## src/rtl/mem_port_arbiter.sv

```systemverilog
// Arbiter sharing one single-port word memory between instruction fetch (IF) and load/store (MEM).
// MEM wins by default; a saturating counter caps how many MEM grants in a row may pass over a waiting fetch.
module mem_port_arbiter #(
  parameter int AW       = 10,
  parameter int DW       = 32,
  parameter int MAX_DWIN = 4
) (
  input  logic          clk,
  input  logic          rst,
  input  logic          if_req,
  input  logic [AW-1:0] if_addr,
  input  logic          if_flush,
  output logic          if_ack,
  output logic [DW-1:0] if_rdata,
  output logic          if_stall,
  input  logic          mem_req,
  input  logic          mem_we,
  input  logic [AW-1:0] mem_addr,
  input  logic [DW-1:0] mem_wdata,
  output logic          mem_ack,
  output logic [DW-1:0] mem_rdata,
  output logic          mem_stall,
  output logic          ram_req,
  output logic          ram_we,
  output logic [AW-1:0] ram_addr,
  output logic [DW-1:0] ram_wdata,
  input  logic [DW-1:0] ram_rdata,
  input  logic          ram_ack,
  output logic          owner
);

  localparam logic [3:0] C_MAX_DWIN = 4'(MAX_DWIN);

  typedef enum logic [1:0] {IDLE = 2'd0, GNT_I = 2'd1, GNT_D = 2'd2} state_t;

  state_t        r_state;
  state_t        w_next;
  logic [3:0]    r_dcnt;
  logic          r_drop;
  logic          r_ram_we;
  logic [AW-1:0] r_ram_addr;
  logic [DW-1:0] r_ram_wdata;
  logic          r_owner;
  logic          w_if_live;
  logic          w_pick_d;
  logic          w_pick_i;

  assign w_if_live = if_req & ~if_flush;
  assign w_pick_d  = mem_req & (~if_req | if_flush | (r_dcnt < C_MAX_DWIN));
  assign w_pick_i  = ~w_pick_d & w_if_live;

  always_comb begin
    // NOTE: every variable assigned here gets its default first, so no path can infer a latch.
    w_next = r_state;
    case (r_state)
      IDLE: begin
        if (w_pick_d)      w_next = GNT_D;
        else if (w_pick_i) w_next = GNT_I;
      end
      GNT_I, GNT_D: begin
        if (ram_ack) w_next = IDLE;
      end
      default: w_next = IDLE;
    endcase
  end

  // NOTE: sequential state uses non-blocking assignments so all flops update together at the edge.
  always_ff @(posedge clk or negedge rst) begin
    if (!rst) r_state <= IDLE;
    else      r_state <= w_next;
  end

  // Request fields are captured only on the grant edge and then held for the whole access.
  always_ff @(posedge clk or negedge rst) begin
    if (!rst) begin
      r_ram_we    <= 1'b0;
      r_ram_addr  <= '0;
      r_ram_wdata <= '0;
      r_owner     <= 1'b0;
    end else if (r_state == IDLE) begin
      if (w_pick_d) begin
        r_ram_we    <= mem_we;
        r_ram_addr  <= mem_addr;
        r_ram_wdata <= mem_wdata;
        r_owner     <= 1'b1;
      end else if (w_pick_i) begin
        r_ram_we    <= 1'b0;
        r_ram_addr  <= if_addr;
        r_owner     <= 1'b0;
      end
    end
  end

  always_ff @(posedge clk or negedge rst) begin
    if (!rst) begin
      r_dcnt <= '0;
    end else if (r_state == IDLE) begin
      if (!if_req || w_pick_i)
        r_dcnt <= '0;
      else if (w_pick_d && !if_flush && (r_dcnt < C_MAX_DWIN))
        r_dcnt <= r_dcnt + 4'd1;
    end
  end

  // A flushed fetch still completes on the RAM side; only its ack is swallowed.
  always_ff @(posedge clk or negedge rst) begin
    if (!rst)                              r_drop <= 1'b0;
    else if (r_state == GNT_I && !ram_ack) r_drop <= r_drop | if_flush;
    else                                   r_drop <= 1'b0;
  end

  assign ram_req   = (r_state != IDLE);
  assign ram_we    = r_ram_we;
  assign ram_addr  = r_ram_addr;
  assign ram_wdata = r_ram_wdata;
  assign owner     = r_owner;

  assign if_ack    = (r_state == GNT_I) & ram_ack & ~r_drop & ~if_flush;
  assign mem_ack   = (r_state == GNT_D) & ram_ack;
  assign if_rdata  = if_ack  ? ram_rdata : '0;
  assign mem_rdata = mem_ack ? ram_rdata : '0;
  assign if_stall  = rst & if_req & ~if_ack & ~if_flush;
  assign mem_stall = rst & mem_req & ~mem_ack;

endmodule

```

## config.mk

```make
export PLATFORM = sky130hd
export DESIGN_NAME = mem_port_arbiter
export DESIGN_NICKNAME = d
export VERILOG_FILES = /design/src/rtl/mem_port_arbiter.sv
export SDC_FILE = /design/constraint.sdc
export NUM_CORES = 1
export LEC_CHECK = 0
export CORE_MARGIN = 2
export CORE_UTILIZATION = 32
export CTS_BUF_LIST = sky130_fd_sc_hd__clkbuf_4
export DETAILED_ROUTE_END_ITERATION = 8
export PLACE_DENSITY = 0.78
export SYNTH_ARGS = -nofsm -noshare
export SYNTH_HDL_FRONTEND = slang
export SYNTH_SLANG_ARGS = --single-unit
```

## constraint.sdc

```tcl
create_clock -name clk -period 1.6 [get_ports clk]
set_input_delay 0.24 -clock clk [delete_from_list [all_inputs] [get_ports clk]]
set_output_delay 0.24 -clock clk [all_outputs]
set_load 0.02 [all_outputs]
```

# Word-level counts from Yosys, hierarchy flattened

Cells that the tools add are included.

Memories: 0
Output and inout port bits: 113
Memory bits (read-only): 0
Input bits: 91
Bits in writable memories: 0
Bits in latches: 0
Register bits after elaboration: 51

Shifts and indexed selects: 0
Order comparisons: 1
Divide/modulo/power cells: 0
Reductions and logical operators: 16
Multipliers: 0
Mux-type cells: 14
Eq/ne operators: 4
$add $sub $neg: 1
Bitwise logic cells: 21

Operators by type and width:

| kind                                                       | count |
|---|---|
| two-way mux 32 bit                                         | 2 |
| two-way mux 10 bit                                         | 2 |
| bitwise AND 1 bit                                          | 12 |
| two-way mux 4 bit                                          | 2 |
| AND reduction 2 bit                                        | 4 |
| two-way mux 2 bit                                          | 3 |
| NOT 1 bit                                                  | 6 |
| nonzero test 2 bit                                         | 3 |
| adder 4 x 1 -> 4 bit, second input constant                | 1 |
| less-than comparator 4 x 3 -> 1 bit, second input constant | 1 |
| two-way mux 1 bit                                          | 4 |
| one-hot mux 2 bit (2 select lines)                         | 1 |
| logical AND 1 bit                                          | 3 |
| zero test 1 bit                                            | 3 |
| != test 3 bit, second input constant                       | 1 |
| bitwise OR 1 bit                                           | 3 |
| equality test 2 x 1 -> 1 bit, second input constant        | 1 |
| equality test 2 bit, second input constant                 | 1 |
| zero test 2 bit                                            | 1 |
| != test 2 bit, second input constant                       | 1 |
| OR reduction 2 bit                                         | 1 |
| logical OR 1 bit                                           | 1 |

# Logic depth before layout (Yosys ltp)

Word-level depth: 9
Gate-level depth with buffers: 6
Depth with buffers taken out: 6

# Worst setup path after synthesis

Ideal clock, no wire load.

Path kind: register to register
Start point: reg r_state[0]
End point: reg r_ram_wdata[0], in the netlist ram_wdata[0]
Stages on the path, launching flop included: 7
Setup time: 0.125 ns
Slack: 0.012 ns
Data required time: 1.475 ns
Arrival time: 1.462 ns
Clock period less this slack: 1.588 ns
Path buffers: 1
Cells stage by stage: dfrtp_1 -> inv_1 -> ha_1 -> nand2_2 -> nor2_8 -> buf_12 -> mux2_4

Cells in the longest elaborated chain, start to end: 2

Ends and longest elaborated chain:

| element                              | line | source |
|---|---|---|
| start, declared                      | 36   | `state_t r_state;` |
| start signal, assigned               | 70   | `else r_state <= w_next;` |
| zero test 2 bit                      | 80   | `end else if (r_state == IDLE) begin` |
| AND reduction 2 bit (no source line) | n/a  |  |
| end signal, assigned                 | 84   | `r_ram_wdata <= mem_wdata;` |
| end, declared                        | 42   | `logic [DW-1:0] r_ram_wdata;` |

Every way passes these cells.
A chain may end at the register's enable or synchronous reset.

# Worst setup path in the final report

Start point: reg r_state[1]
End point: out if_rdata[10]

Cells in the longest elaborated chain, start to end: 5

Ends and longest elaborated chain:

| element                        | line | source |
|---|---|---|
| equality test 2 x 1 -> 1 bit   | 118  | `assign if_ack = (r_state == GNT_I) & ram_ack & ~r_drop & ~if_flush;` |
| bitwise AND 1 bit (3 in a row) | 118  |  |
| two-way mux 32 bit             | 120  | `assign if_rdata = if_ack ? ram_rdata : '0;` |
| end, declared                  | 14   | `output logic [DW-1:0] if_rdata,` |

Every way passes these cells.

==> run summary <==
status -> complete, but fails checks
failing checks -> negative setup slack
initial DRC count -> 62
register area share after synthesis -> 0.4668
ratio of cells with drive above 1 in the final layout -> 0.4741
Max Slew Vio Count -> 0
Hold WS -> 0.2254 ns
critical path fanouts, max -> 8
reg2reg start -> r_state[0]$_DFFE_PN0P_
number of distinct library cells after synthesis -> 30
Post-Syn Area -> 0.002734 mm²
Worst Path Arrival -> 1.65 ns
cell area power density -> 1466 mW/mm²
Crit path max-delay family -> flip-flops
DR vias/cell -> 4.673
P_leak -> 2.700 nW
Final Hold Fails -> 0
root buf cell -> clkbuf_4
fin crit period -> 1.887 ns
dominant synthesized flop cell -> dfrtp_1
CTS Buffer Depth -> 2
Layout Nets -> 577
global-route wire length before repair -> 13920 µm
fin util -> 0.6900
FP Rows -> 33
Post-synth EDFFs -> 0
Buf/Inv on CP -> 3
chip height -> 96.43 µm
final std cells w/o fill -> 588
Final ANT Viol Nets -> 0
dpl cells -> 563
Synth Register Bits -> 51
FF-to-FF setup slack -> -0.15 ns
FF-to-FF path depth -> 7
CP dominant cell by count -> buf_6
Fmax achieved -> 529.9 MHz
I/O pin count -> 204
Synth async-reset ratio -> 1.000
initial antenna violation count -> 0
peak supply drop -> 0.9936 mV
Synth Warn # -> 0
DR pass1 iterations -> 4
CTS buffer count -> 5
# port buffers -> 203
total gr overflow -> 0
Crit-path slowest cell -> dfrtp_1
CP Cell Sequence -> inv_2, ha_4, and3_4, buf_6, and2_4, buf_6
worst path required time -> 1.36 ns
count leader, synth -> dfrtp_1
clk slew on worst S/H paths -> 0.15 ns
Final WS setup -> -0.2872 ns
H-tree depth -> 2
routability cong. -> 0.7406
fin crit share -> 1.179
clock sinks -> 51
syn_nets -> 338
# diodes -> 0
Final Power -> 8.352 mW
setup TNS -> -19.41 ns
most area-consuming cells after synthesis -> dfrtp_1 47%, mux2_4 15%, and2_1 7.8%
FF-to-FF End -> ram_wdata[4]$_DFFE_PN0P_
Crit Path Class -> reg -> out
via count -> 2748
Die ar. -> 0.009299 mm²
Fin Clk Skew -> 0.02086 ns
vias in the first global route -> 2739
TritonCTS clock tree -> done
relative slew slack -> 0.5951
area share of the largest cell type after synthesis -> 0.4668
most frequent cells after synthesis -> 51 x dfrtp_1, 34 x and2_1, 33 x and3_1
residual DRC count -> 0
RSZ-0062 raised after global routing -> yes
synthesized area per cell -> 11.25 µm²
post-route cell area -> 0.005698 mm²
dpl cell area -> 0.005035 mm²
cells after synthesis -> 243
CP endpoint kind -> primary output
pre-CTS setup slack -> -0.5777 ns
post-DP HPWL -> 7127 µm
Worst-Skew Late Latency -> 0.38 ns
Area Growth Syn to Fin -> 108.4%
crit path launch type -> flip-flop
Initial Util -> 0.3311
count of final setup violators -> 102
All-Layer GR Usage -> 0.1937
Slew @ Worst Pin -> 0.6073 ns
crit-path max cell delay -> 0.42 ns
Max-Cap Viols -> 0
largest area contributor in the netlist -> dfrtp_1
WL/cell -> 16.99 µm
Hold WC Path Type -> in -> async
core area -> 0.008258 mm²
routed wire length -> 9993 µm
Die Width -> 96.43 µm
largest net degree at the start of global routing -> 48
[layout make-up]
class / count / area (µm²)
multi-input cells: 172 / 1609
flip-flops and latches: 51 / 1276
clock buffers: 5 / 37.54
well taps: 105 / 131.4
inverters: 3 / 13.76
clock inverters: 3 / 27.53
fillers: 607 / 2560
repair buffers: 249 / 2603
[state kept, by name, indices dropped and copies added, names as in the netlist]
signal / flops
ram_wdata: 32
ram_addr: 10
r_drop: 1
owner: 1
ram_we: 1
r_dcnt: 4
r_state: 2
[report_power, final]
group,switching [mW],internal (mW)
sequential,0.323,1.89
clock,0.442,0.185
combinational,2.53,2.98
total,3.30,5.06
[routing by layer]
layer  up-vias  part of all wire  GRT usage
met4         0             0.013    0.04225
met2       118              0.54     0.3675
met1      1301              0.37     0.2163
li1       1314                 -          -
met3        15             0.083    0.05043
met5         -                 0          0
[repair_timing]
item	CTS	global route
gates resized for setup	451	99
cloned	5	6
pin swaps	16	18
setup buffers	1	5
hold buffers	1	0
endpoints found under the hold margin	4	0
setup endpoints to repair	159	116
[how the worst max path moves through the flow]
| stage | start | to | slack, ns | cells past startpoint |
|---|---|---|---|---|
| 2_1_floorplan | r_state[0]$_DFFE_PN0P_ | ram_wdata[0]$_DFFE_PN0P_ | 0.01 | 6 |
| 3_3_place_gp | if_flush | if_rdata[10] | -0.57 | 6 |
| 3_5_place_dp | if_flush | if_rdata[10] | -0.58 | 6 |
| 4_1_cts | r_state[1]$_DFFE_PN0P_ | if_rdata[12] | -0.28 | 6 |
| 5_1_grt | r_state[1]$_DFFE_PN0P_ | if_rdata[10] | -0.34 | 6 |
| 6_report | r_state[1]$_DFFE_PN0P_ | if_rdata[10] | -0.29 | 6 |
[logic make-up after synthesis]
family                   after synthesis  synth area share
buffers and inverters                 20           0.04897
multiplexers                          34            0.1771
flip-flops                            51            0.4668
adder cells (fa/ha/maj)                4           0.01831
AND/OR/NAND/NOR                      105            0.2247
AO/OA/AOI/OAI                         29           0.06408
[cell usage in the layout, fill, tap and decap left out, drive strengths merged, types with 3 or more instances in the layout]
master	netlist	final
nor2	17	17
and2	34	34
clkbuf	8	9
dfrtp	51	51
ha	4	4
nand2	15	15
a21oi	20	20
a22o	3	3
dlygate4sd2	0	44
inv	3	4
mux2	34	34
and3	33	33
clkdlybuf4s50	0	89
buf	9	111
Power figures use the tool's default switching activity.
